File: config.mk
export PLATFORM = sky130hd
export DESIGN_NAME = decode_buffer
export DESIGN_NICKNAME = d
export VERILOG_FILES = /design/src/rtl/decode_pkg.sv /design/src/rtl/instr_classifier.sv /design/src/rtl/decode_buffer.sv
export SDC_FILE = /design/constraint.sdc
export NUM_CORES = 1
export LEC_CHECK = 0
export ABC_CLOCK_PERIOD_IN_PS = 11200
export CAP_MARGIN = 10
export CORE_ASPECT_RATIO = 1.1
export CORE_MARGIN = 3
export CORE_UTILIZATION = 35
export CTS_BUF_LIST = sky130_fd_sc_hd__clkbuf_2
export DETAILED_ROUTE_END_ITERATION = 10
export MAX_ROUTING_LAYER = met4
export REMOVE_ABC_BUFFERS = 1
export SLEW_MARGIN = 30
export SYNTH_ARGS = -nofsm -noshare
export SYNTH_HDL_FRONTEND = slang
export SYNTH_SLANG_ARGS = --single-unit
File: constraint.sdc
create_clock -name clk -period 11.2 [get_ports clk]
set_input_delay 1.12 -clock clk [delete_from_list [all_inputs] [get_ports clk]]
set_output_delay 1.12 -clock clk [all_outputs]
set_load 0.03 [all_outputs]
File: src/rtl/decode_pkg.sv
// rtl/decode_pkg.sv - instruction/type ids, MIPS opcode/funct constants and decoded entry type
//
// Shared by instr_classifier and decode_buffer. No ports.
//   ID_*        bit positions in the one-hot instr_tb vector
//   T_*         bit positions in the type_tb flag vector
//   OP_*/FN_*   MIPS opcode [31:26] and R-type funct [5:0] values
//   decoded_t   {instr_tb, type_tb, illegal} as stored with each queue entry
package decode_pkg;

   localparam int ID_ADD  = 0;
   localparam int ID_SUB  = 1;
   localparam int ID_AND  = 2;
   localparam int ID_OR   = 3;
   localparam int ID_XOR  = 4;
   localparam int ID_NOR  = 5;
   localparam int ID_SLT  = 6;
   localparam int ID_JR   = 7;
   localparam int ID_SLL  = 8;
   localparam int ID_SRL  = 9;
   localparam int ID_SRA  = 10;
   localparam int ID_SW   = 11;
   localparam int ID_LW   = 12;
   localparam int ID_ADDI = 13;
   localparam int ID_ANDI = 14;
   localparam int ID_ORI  = 15;
   localparam int ID_XORI = 16;
   localparam int ID_SLTI = 17;
   localparam int ID_BEQ  = 18;
   localparam int ID_BNE  = 19;
   localparam int ID_J    = 20;
   localparam int ID_JAL  = 21;
   localparam int MAX_INSTR_ID = 21;

   localparam int T_RTYPE  = 0;
   localparam int T_IRTYPE = 1;
   localparam int T_ITYPE  = 2;
   localparam int T_MEM    = 3;
   localparam int T_JTYPE  = 4;
   localparam int T_BRANCH = 5;
   localparam int MAX_TYPE_ID = 5;

   localparam logic [5:0] OP_RTYPE = 6'h00;
   localparam logic [5:0] OP_J     = 6'h02;
   localparam logic [5:0] OP_JAL   = 6'h03;
   localparam logic [5:0] OP_BEQ   = 6'h04;
   localparam logic [5:0] OP_BNE   = 6'h05;
   localparam logic [5:0] OP_ADDI  = 6'h08;
   localparam logic [5:0] OP_SLTI  = 6'h0A;
   localparam logic [5:0] OP_ANDI  = 6'h0C;
   localparam logic [5:0] OP_ORI   = 6'h0D;
   localparam logic [5:0] OP_XORI  = 6'h0E;
   localparam logic [5:0] OP_LW    = 6'h23;
   localparam logic [5:0] OP_SW    = 6'h2B;

   localparam logic [5:0] FN_SLL = 6'h00;
   localparam logic [5:0] FN_SRL = 6'h02;
   localparam logic [5:0] FN_SRA = 6'h03;
   localparam logic [5:0] FN_JR  = 6'h08;
   localparam logic [5:0] FN_ADD = 6'h20;
   localparam logic [5:0] FN_SUB = 6'h22;
   localparam logic [5:0] FN_AND = 6'h24;
   localparam logic [5:0] FN_OR  = 6'h25;
   localparam logic [5:0] FN_XOR = 6'h26;
   localparam logic [5:0] FN_NOR = 6'h27;
   localparam logic [5:0] FN_SLT = 6'h2A;

   typedef struct packed {
      logic [MAX_INSTR_ID:0] instr_tb;
      logic [MAX_TYPE_ID:0]  type_tb;
      logic                  illegal;
   } decoded_t;

endpackage

File: src/rtl/instr_classifier.sv
// rtl/instr_classifier.sv - combinational MIPS (opcode, funct) classifier
//
// Ports:
//   opcode  in  6          instruction bits [31:26]
//   funct   in  6          instruction bits [5:0], only meaningful for R-type
//   dec     out decoded_t  one-hot instr id, type flags, illegal flag
module instr_classifier
   import decode_pkg::*;
(
   input  logic [5:0] opcode,
   input  logic [5:0] funct,
   output decoded_t   dec
);

   logic [MAX_INSTR_ID:0] id;
   logic                  irtype;
   logic                  mem;
   logic                  jtype;

   always_comb begin
      id = '0;
      if (opcode == OP_RTYPE) begin
         case (funct)
            FN_ADD:  id[ID_ADD] = 1'b1;
            FN_SUB:  id[ID_SUB] = 1'b1;
            FN_AND:  id[ID_AND] = 1'b1;
            FN_OR:   id[ID_OR]  = 1'b1;
            FN_XOR:  id[ID_XOR] = 1'b1;
            FN_NOR:  id[ID_NOR] = 1'b1;
            FN_SLT:  id[ID_SLT] = 1'b1;
            FN_JR:   id[ID_JR]  = 1'b1;
            FN_SLL:  id[ID_SLL] = 1'b1;
            FN_SRL:  id[ID_SRL] = 1'b1;
            FN_SRA:  id[ID_SRA] = 1'b1;
            default: id = '0;
         endcase
      end else begin
         case (opcode)
            OP_SW:   id[ID_SW]   = 1'b1;
            OP_LW:   id[ID_LW]   = 1'b1;
            OP_ADDI: id[ID_ADDI] = 1'b1;
            OP_ANDI: id[ID_ANDI] = 1'b1;
            OP_ORI:  id[ID_ORI]  = 1'b1;
            OP_XORI: id[ID_XORI] = 1'b1;
            OP_SLTI: id[ID_SLTI] = 1'b1;
            OP_BEQ:  id[ID_BEQ]  = 1'b1;
            OP_BNE:  id[ID_BNE]  = 1'b1;
            OP_J:    id[ID_J]    = 1'b1;
            OP_JAL:  id[ID_JAL]  = 1'b1;
            default: id = '0;
         endcase
      end

      irtype = id[ID_ADDI] | id[ID_ANDI] | id[ID_ORI] | id[ID_XORI] | id[ID_SLTI];
      mem    = id[ID_LW] | id[ID_SW];
      jtype  = id[ID_J] | id[ID_JAL];

      dec.instr_tb = id;
      dec.illegal  = (id == '0);
      dec.type_tb  = '0;
      // An unknown funct under opcode 0 is illegal, not R-type.
      dec.type_tb[T_RTYPE]  = (opcode == OP_RTYPE) && (id != '0);
      dec.type_tb[T_IRTYPE] = irtype;
      dec.type_tb[T_MEM]    = mem;
      dec.type_tb[T_ITYPE]  = irtype | mem | id[ID_BEQ] | id[ID_BNE];
      dec.type_tb[T_JTYPE]  = jtype;
      dec.type_tb[T_BRANCH] = jtype | id[ID_BEQ] | id[ID_BNE] | id[ID_JR];
   end

endmodule

File: src/rtl/decode_buffer.sv
// rtl/decode_buffer.sv - decode-at-enqueue instruction FIFO between fetch and issue
//
// Optional feature macro: DECODE_BUF_BYPASS_EN (zero-latency empty-queue bypass).
// Ports:
//   clk, reset                      clock, async active-high reset
//   flush                           drop all entries and this cycle's push
//   in_valid/in_ready/in_pc/in_instr  fetch side handshake and payload
//   out_valid/out_ready             issue side handshake
//   out_pc/out_instr/out_instr_tb/out_type_tb/out_illegal  head entry payload (0 when empty)
//   count                           valid entries
//   branch_pending                  at least one stored entry is a branch
module decode_buffer
   import decode_pkg::*;
#(
   parameter int DEPTH       = 4,
   parameter int PC_WIDTH    = 32,
   parameter int INSTR_WIDTH = 32
) (
   input  logic                       clk,
   input  logic                       reset,
   input  logic                       flush,
   input  logic                       in_valid,
   output logic                       in_ready,
   input  logic [PC_WIDTH-1:0]        in_pc,
   input  logic [INSTR_WIDTH-1:0]     in_instr,
   output logic                       out_valid,
   input  logic                       out_ready,
   output logic [PC_WIDTH-1:0]        out_pc,
   output logic [INSTR_WIDTH-1:0]     out_instr,
   output logic [MAX_INSTR_ID:0]      out_instr_tb,
   output logic [MAX_TYPE_ID:0]       out_type_tb,
   output logic                       out_illegal,
   output logic [$clog2(DEPTH+1)-1:0] count,
   output logic                       branch_pending
);

   localparam int PTR_W = $clog2(DEPTH);
   localparam int CNT_W = $clog2(DEPTH+1);

   typedef struct packed {
      logic [PC_WIDTH-1:0]    pc;
      logic [INSTR_WIDTH-1:0] instr;
      decoded_t               dec;
   } entry_t;

   entry_t             mem_q [DEPTH];
   logic [PTR_W-1:0]   head_q, head_d, tail_q, tail_d;
   logic [CNT_W-1:0]   count_q, count_d, br_cnt_q, br_cnt_d;

   decoded_t enq_dec;
   entry_t   head_e;
   logic     stored_valid, bypass, push, pop, push_br, pop_br;

   instr_classifier u_enq_cls (
      .opcode (in_instr[31:26]),
      .funct  (in_instr[5:0]),
      .dec    (enq_dec)
   );

`ifdef DECODE_BUF_BYPASS_EN
   decoded_t byp_dec;

   instr_classifier u_byp_cls (
      .opcode (in_instr[31:26]),
      .funct  (in_instr[5:0]),
      .dec    (byp_dec)
   );

   assign bypass = (count_q == '0) & in_valid & out_ready & ~flush;
`else
   assign bypass = 1'b0;
`endif

   assign head_e       = mem_q[head_q];
   assign stored_valid = (count_q != '0);
   // Depends on state only, so a full queue never accepts even when popping.
   assign in_ready     = (count_q != CNT_W'(DEPTH));
   assign out_valid    = stored_valid | bypass;
   assign count        = count_q;
   assign branch_pending = (br_cnt_q != '0);

   // A bypassed word is consumed directly and never written into storage.
   assign push    = in_valid & in_ready & ~flush & ~bypass;
   assign pop     = stored_valid & out_ready & ~flush;
   assign push_br = push & enq_dec.type_tb[T_BRANCH];
   assign pop_br  = pop & head_e.dec.type_tb[T_BRANCH];

   always_comb begin
      out_pc       = '0;
      out_instr    = '0;
      out_instr_tb = '0;
      out_type_tb  = '0;
      out_illegal  = 1'b0;
      if (stored_valid) begin
         out_pc       = head_e.pc;
         out_instr    = head_e.instr;
         out_instr_tb = head_e.dec.instr_tb;
         out_type_tb  = head_e.dec.type_tb;
         out_illegal  = head_e.dec.illegal;
      end
`ifdef DECODE_BUF_BYPASS_EN
      else if (bypass) begin
         out_pc       = in_pc;
         out_instr    = in_instr;
         out_instr_tb = byp_dec.instr_tb;
         out_type_tb  = byp_dec.type_tb;
         out_illegal  = byp_dec.illegal;
      end
`endif
   end

   always_comb begin
      head_d   = head_q;
      tail_d   = tail_q;
      count_d  = count_q;
      br_cnt_d = br_cnt_q;
      if (flush) begin
         head_d   = '0;
         tail_d   = '0;
         count_d  = '0;
         br_cnt_d = '0;
      end else begin
         if (pop)  head_d = head_q + PTR_W'(1);
         if (push) tail_d = tail_q + PTR_W'(1);
         case ({push, pop})
            2'b10:   count_d = count_q + CNT_W'(1);
            2'b01:   count_d = count_q - CNT_W'(1);
            default: count_d = count_q;
         endcase
         case ({push_br, pop_br})
            2'b10:   br_cnt_d = br_cnt_q + CNT_W'(1);
            2'b01:   br_cnt_d = br_cnt_q - CNT_W'(1);
            default: br_cnt_d = br_cnt_q;
         endcase
      end
   end

   always_ff @(posedge clk or posedge reset) begin
      if (reset) begin
         head_q   <= '0;
         tail_q   <= '0;
         count_q  <= '0;
         br_cnt_q <= '0;
      end else begin
         head_q   <= head_d;
         tail_q   <= tail_d;
         count_q  <= count_d;
         br_cnt_q <= br_cnt_d;
      end
   end

   // Storage is not reset; the count gates every read of it.
   always_ff @(posedge clk) begin
      if (push) mem_q[tail_q] <= '{pc: in_pc, instr: in_instr, dec: enq_dec};
   end

endmodule

==> metrics, run 1 <==
WL final about 32000 um; number of cells upsized or downsized after cts 0; number of CTS-inserted buffers 95; CTS tree done; Psw 1417 uW; final hold violation count 0; fraction of the mapped netlist area in adder cells less than 1%; global-route wire length before repair 49920 um; RR Endpoint br_cnt_q[2]; Startpoint Class register; register-to-register setup slack 8010 ps; Post-Syn Area per Cell roughly 20 um^2; Clock Sink Count 382; combinational power share 37.0%; Max VDD drop 0.1674 mV; H-tree lvl count 3; worst hold slack after final layout 397.5 ps; initial antenna violation count 3; start-to-end type of the worst setup path register to primary output; remaining antenna violation count 0; internal power consumption roughly 2600 uW; global routing usage summed across all routing layers between 10 and 15%; fraction of the cycle the final worst path needs 44.82%; buffers added on ports around 170; clock network latency to the later pin of the worst-skew pair around 1000 ps; critical path peak fanout 27; asr flop ratio synth approximately 2.6%; minimum clock period after layout about 5000 ps; main combinational cell family by area after synthesis multiplexers; First DRT Iteration DRCs 363; Syn. warnings 0; Yosys reg bits 382; share of synthesized area spent on multiplexers between 10% and 20%; path depth of the worst reg2reg path 7; Die Height 223.9 um; most common library cell in the layout ignoring fill and taps edfxtp_1; final layout net count between 1000 and 1500; most area-hungry cell type in the Yosys netlist edfxtp_1; number of synthesized flops with an enable pin 372; area share of xor/xnor cells in the synthesized design less than 1%; via count 7747; part of the Yosys area used for sequential elements about three quarters; ratio of total power to cell area roughly 220 nW/um^2; Leakage 0.005881 uW; Root Buffer clkbuf_2; post-route DRC violation count 0; first-pass iteration count of the detailed router 4; Critical-path top delay cell dfrtp_4; post-synth top area share about 74%; worst slew slack as a fraction of its limit around two fifths; RSZ-0062 raised after global routing no; placer's final routability congestion estimate between 0.6 and 0.7; startpoint of the worst register-to-register path head_q[1]; clock share of power a little over a fifth; overall die width 204.0 um; max-slew violation count 0; post-synthesis compound-gate area fraction ~1%; Site Rows just under 80; ratio of cells with drive above 1 in the final layout about 25%; Final Setup Violations 0; via/cell ratio a little under 5; top area cells in the synthesized netlist edfxtp_1, mux4_2, and2_1; maximum number of pins on one net before global-route repair 68; DP Wirelength ~18000 um; Worst EP arrival approximately 4000 ps; total standard cell area after synthesis around 15000 um^2; max-capacitance violation count 0; Hold WC Path Type input port to asynchronous set/reset pin; Data required, critical path about 10000 ps; routed length per instance between 15 and 20 um; number of standard cells after synthesis about 740; outcome complete, no violations; Clock Pin Slew Worst Setup and Hold Paths about 100 ps; via count of the first global-routing pass ~8600; Worst Skew between 60 and 70 ps; post-synthesis share of cell area spent on and, or, nand and nor gates between 7 and 8%; relative contribution of sequential cells to total power between 40% and 50%; timing-limited maximum frequency approximately 200 MHz; Total Negative Setup Slacks 0 ps; worst-path cell chain buf_4 > buf_16 > mux4_2 > and2_1 > clkdlybuf4s50_1; area overhead of the layout relative to synthesis 20.81%; delay of the slowest cell on the worst path about 770 ps; number of buffers on the longest clock path 3; commonest non-fill, non-tap cells in the layout edfxtp_1, clkdlybuf4s50_1, clkbuf_2, and2_1, mux4_2; total core area ~43000 um^2; buffer count from post-CTS setup fixing 0; Slew @ Worst Pin ~900 ps; net switching share of the total power a little over a third; initial cell density of the core between 30% and 40%; number of top-level pins approximately 170; Remaining Overflow, GRT 0; type of destination of the critical path primary output; die outline area 45680 um^2; number of hold buffers added after CTS 0; Unique masters post-synth 48; leading register cell type out of synthesis edfxtp_1
cells by family after synthesis:
logic type               after synthesis
XOR/XNOR                               7
multiplexers                          94
AND/OR/NAND/NOR                      179
adder cells (fa/ha/maj)                6
flip-flops                           382
buffers and inverters                 48
AO/OA/AOI/OAI                         21
per-layer routing:
metal	up-vias	part of all wire, %	track usage [%]
met5	-	0	-
met3	43	5.6	4.026
met4	0	1.8	5.573
met2	223	49	23.63
li1	3485	-	-
met1	3996	44	18.46
worst max-delay path by stage:
stage                         start          endpoint  slack, ps
after detailed placement   in_valid      mem_q[1][36]       7000
after floorplan           head_q[0]    out_type_tb[5]       5480
final                     head_q[0]  out_instr_tb[12]       6180
after global placement    head_q[0]  out_instr_tb[11]       6910
after CTS                 head_q[0]  out_instr_tb[12]       5930
after global routing      head_q[0]  out_instr_tb[12]       5790
layout make-up:
class                           instances  area, um^2
Antenna cell                            3       7.507
Clock buffer                          131       655.6
Clock inverter                         35       138.9
Fill cell                            3795       24260
Inverter                                9       33.78
Multi-Input combinational cell        307        3491
Sequential cell                       382       11430
Tap cell                              567       709.4
Timing Repair Buffer                  178        1778
through the flow:
| stage | setup WS (ps) | util, % | total power, uW | cells | instance area [um^2] |
|---|---|---|---|---|---|
| 2_1_floorplan | 5476 | - | 2689 | 698 | 14930 |
| 3_3_place_gp | 6913 | 40.96 | 3266 | 1442 | 17410 |
| 3_5_place_dp | 7004 | 41.03 | 3279 | 1443 | 17440 |
| 4_1_cts | 5930 | 42.90 | 4150 | 1609 | 18240 |
| 5_1_grt | 5794 | 42.92 | 4295 | 1612 | 18240 |
| 6_report | 6180 | 42.92 | 4055 | 1612 | 18240 |
Yosys cell counts (3+ instances only):
library cell    n
ha_1            4
clkbuf_1       19
inv_1           9
or3_1           3
xor2_1          3
xnor2_1         4
nand2_1        14
mux4_2         93
buf_1           6
nor3b_1         6
nand2b_1        4
edfxtp_1      372
and2_1         99
dfrtp_1        10
nor4_1          4
nor3_1         10
nor2_1         18
nand3_1         5
a21oi_1         8
buf_2          12
registers in the layout, indices dropped and copies added, names as in the netlist:
name / count
tail_q: 2
count: 3
mem_q: 372
head_q: 2
br_cnt_q: 3
power groups by stage:
stage	sequential [uW]	clock, uW	combinational (uW)
2_1_floorplan	1790	0	899
3_3_place_gp	1740	0	1530
4_1_cts	1710	900	1540
3_5_place_dp	1740	0	1540
6_report	1700	850	1500
5_1_grt	1720	975	1600
worst max-delay path, delay by kind of cell, from the launching register on:
kind          cells  cell delay, ps
flops             1             770
buf+inv           3            1370
simple gates      1             220
mux               1             520
Power figures use the tool's default switching activity.
==> run 2: changes to the inputs <==
ABC_CLOCK_PERIOD_IN_PS = 4200   (was 11200)
clock period = 4.2 ns   (was 11.2 ns; I/O delays follow)
==> run 2 against run 1 <==
Sequential share of layout area decreased by 2.6 points. Clock power rose to 2.8 times the previous value. Clock skew decreased by 15 ps. Routed wire length rose by 3.6%. Combinational power grew to 2.8 times the previous value. Sequential cell count did not move. Register-to-register slack got worse by 6500 ps. Final cell count up 4.8%. Global-route usage grew 0.32 points. Total power grew to 2.7 times the previous value. Critical path type unchanged. Critical endpoint is now out_pc[0]. Largest cell class unchanged. Largest power group unchanged.
==> metrics, run 2 (same netlist as run 1, synthesis figures left out) <==
critical path peak fanout 34 (+26%); start-to-end type of the worst setup path register to primary output; number of buffers on the longest clock path 3 (unchanged); Max VDD drop 0.3223 mV (+93%); most common library cell in the layout ignoring fill and taps edfxtp_1; number of CTS-inserted buffers 98 (+3.2%); initial cell density of the core 35.53% (unchanged); dpl cells 1454 (+0.76%); clock network latency to the later pin of the worst-skew pair 1000 ps (-20 ps); DP Wirelength 19370 um (+7.0%); global-route wire length before repair 51430 um (+3.0%); Worst Skew 53.32 ps (-14.80 ps); die outline area 45680 um^2 (unchanged); Slew @ Worst Pin 684.1 ps (-192.6 ps); number of cells upsized or downsized after cts 0 (unchanged); RSZ-0062 raised after global routing no; buffers added on ports 167 (unchanged); flip-flop count of the largest register, all copies and words added 372 (unchanged); area overhead of the layout relative to synthesis 26.13%; remaining antenna violation count 0 (unchanged); Leakage 0.006248 uW (+6.2%); minimum clock period after layout 3810 ps; Total Negative Setup Slacks 0 ps (unchanged); max-slew violation count 0 (unchanged); max-capacitance violation count 0 (unchanged); non-filler instance count after layout 1690 (+4.8%); type of destination of the critical path primary output; placer's final routability congestion estimate 0.7466 (+8.4%); total core area 42500 um^2 (unchanged); ratio of cells with drive above 1 in the final layout 25.16% (+0.49 points); Hold WC Path Type input port to register; overall die width 204.0 um (unchanged); Clock Pin Slew Worst Setup and Hold Paths 100 ps (about the same); ratio of total power to cell area 581.4 nW/um^2 (+160%); H-tree lvl count 3 (unchanged); commonest non-fill, non-tap cells in the layout edfxtp_1, clkdlybuf4s50_1, clkbuf_2, and2_1, mux4_2; Die Height 223.9 um (unchanged); timing-limited maximum frequency 262.5 MHz; Clock Sink Count 382 (unchanged); maximum number of pins on one net before global-route repair 46 (-32%); Data required, critical path 3780 ps (-6300 ps); Startpoint Class register; WL final 33090 um (+3.6%); footprint of the multi-input gates 3491 um^2 (unchanged); post-route DRC violation count 0 (unchanged); via count 8096 (+4.5%); largest reg by FF count mem_q; initial antenna violation count 2 (-1); outcome complete, no violations; number of top-level pins 168 (unchanged); hold depth 3; Worst EP arrival 3390 ps (-510 ps); total power draw 11070 uW (+170%); Layout fillers 3797 (+0.053%); Site Rows 79 (unchanged); Remaining Overflow, GRT 0 (unchanged); worst slew slack as a fraction of its limit 53.98% (+12 points); Final Setup Violations 0 (unchanged); FF/Latch Area 11430 um^2 (unchanged); fraction of the cycle the final worst path needs between 90% and 100%; final hold violation count 0 (unchanged); path depth of the worst reg2reg path 9 (+2); Root Buffer clkbuf_2; final layout net count 1117 (+6.6%); via count of the first global-routing pass 8862 (+2.7%); First DRT Iteration DRCs 410 (+13%); CTS tree done; global routing usage summed across all routing layers 15.22% (+0.32 points); via/cell ratio 4.791 (-0.32%); first-pass iteration count of the detailed router 4 (unchanged); routed length per instance 19.58 um (-1.1%)
run 2: area by class of cell:
class | count | area share [%]
sequential | 382 | 60.01
multi-input combinational | 307 | 18.33
timing repair buffer | 244 | 13.22
clock buffer | 142 | 3.731
tap | 567 | 3.725
clock inverter | 37 | 0.7883
inverter | 9 | 0.1774
antenna | 2 | 0.02628
run 2: through the flow:
step	hold WS [ps]	utilization [%]	instance area (um^2)	setup slack, ps
floorplan	260.2	-	14930	-1240
global placement	521.1	41.44	17610	1098
detailed placement	524.9	41.44	17610	1011
CTS	13.69	44.73	19010	46.14
global route	67.40	44.81	19050	129.6
finish	151.8	44.81	19050	390.4
run 2: worst max-delay path, stage by stage (launching register included):
cell	delay [ps]
dfrtp_4	860
buf_4	380
mux4_2	320
and2_1	180
clkdlybuf4s50_1	620
run 2: worst paths after layout:
kind | start | slack [ps] | end
max in group asynchronous | reset | 3590 | head_q[0]
worst max register to register | count[0] | 1490 | count[2]
worst max-delay path | head_q[1] | 390 | out_pc[0]
worst min-delay path | flush | 150 | head_q[1]
min in group asynchronous | reset | 270 | tail_q[1]
worst min register to register | br_cnt_q[0] | 550 | br_cnt_q[0]
run 2: where the power goes:
group / switching (uW) / internal (uW)
clock: 1470 / 913
sequential: 131 / 4390
combinational: 2280 / 1880
run 2: metal layers:
layer	global-route usage, %	wire, um
met4	5.684	651
met1	19.32	14560
met2	23.89	16140
met5	-	0
met3	3.764	1740
run 2: what timing repair did:
action                                 CTS  global route
endpoints found under the hold margin  219             0
buffers inserted                         0             1
setup endpoints to repair                0             1
hold buffers                            54             0
==> run 3: changes to the inputs <==
GPL_ROUTABILITY_DRIVEN = 0   (was unset)
==> results of run 3 <==
Final layout, timing and power as in run 2 (identical DEF).
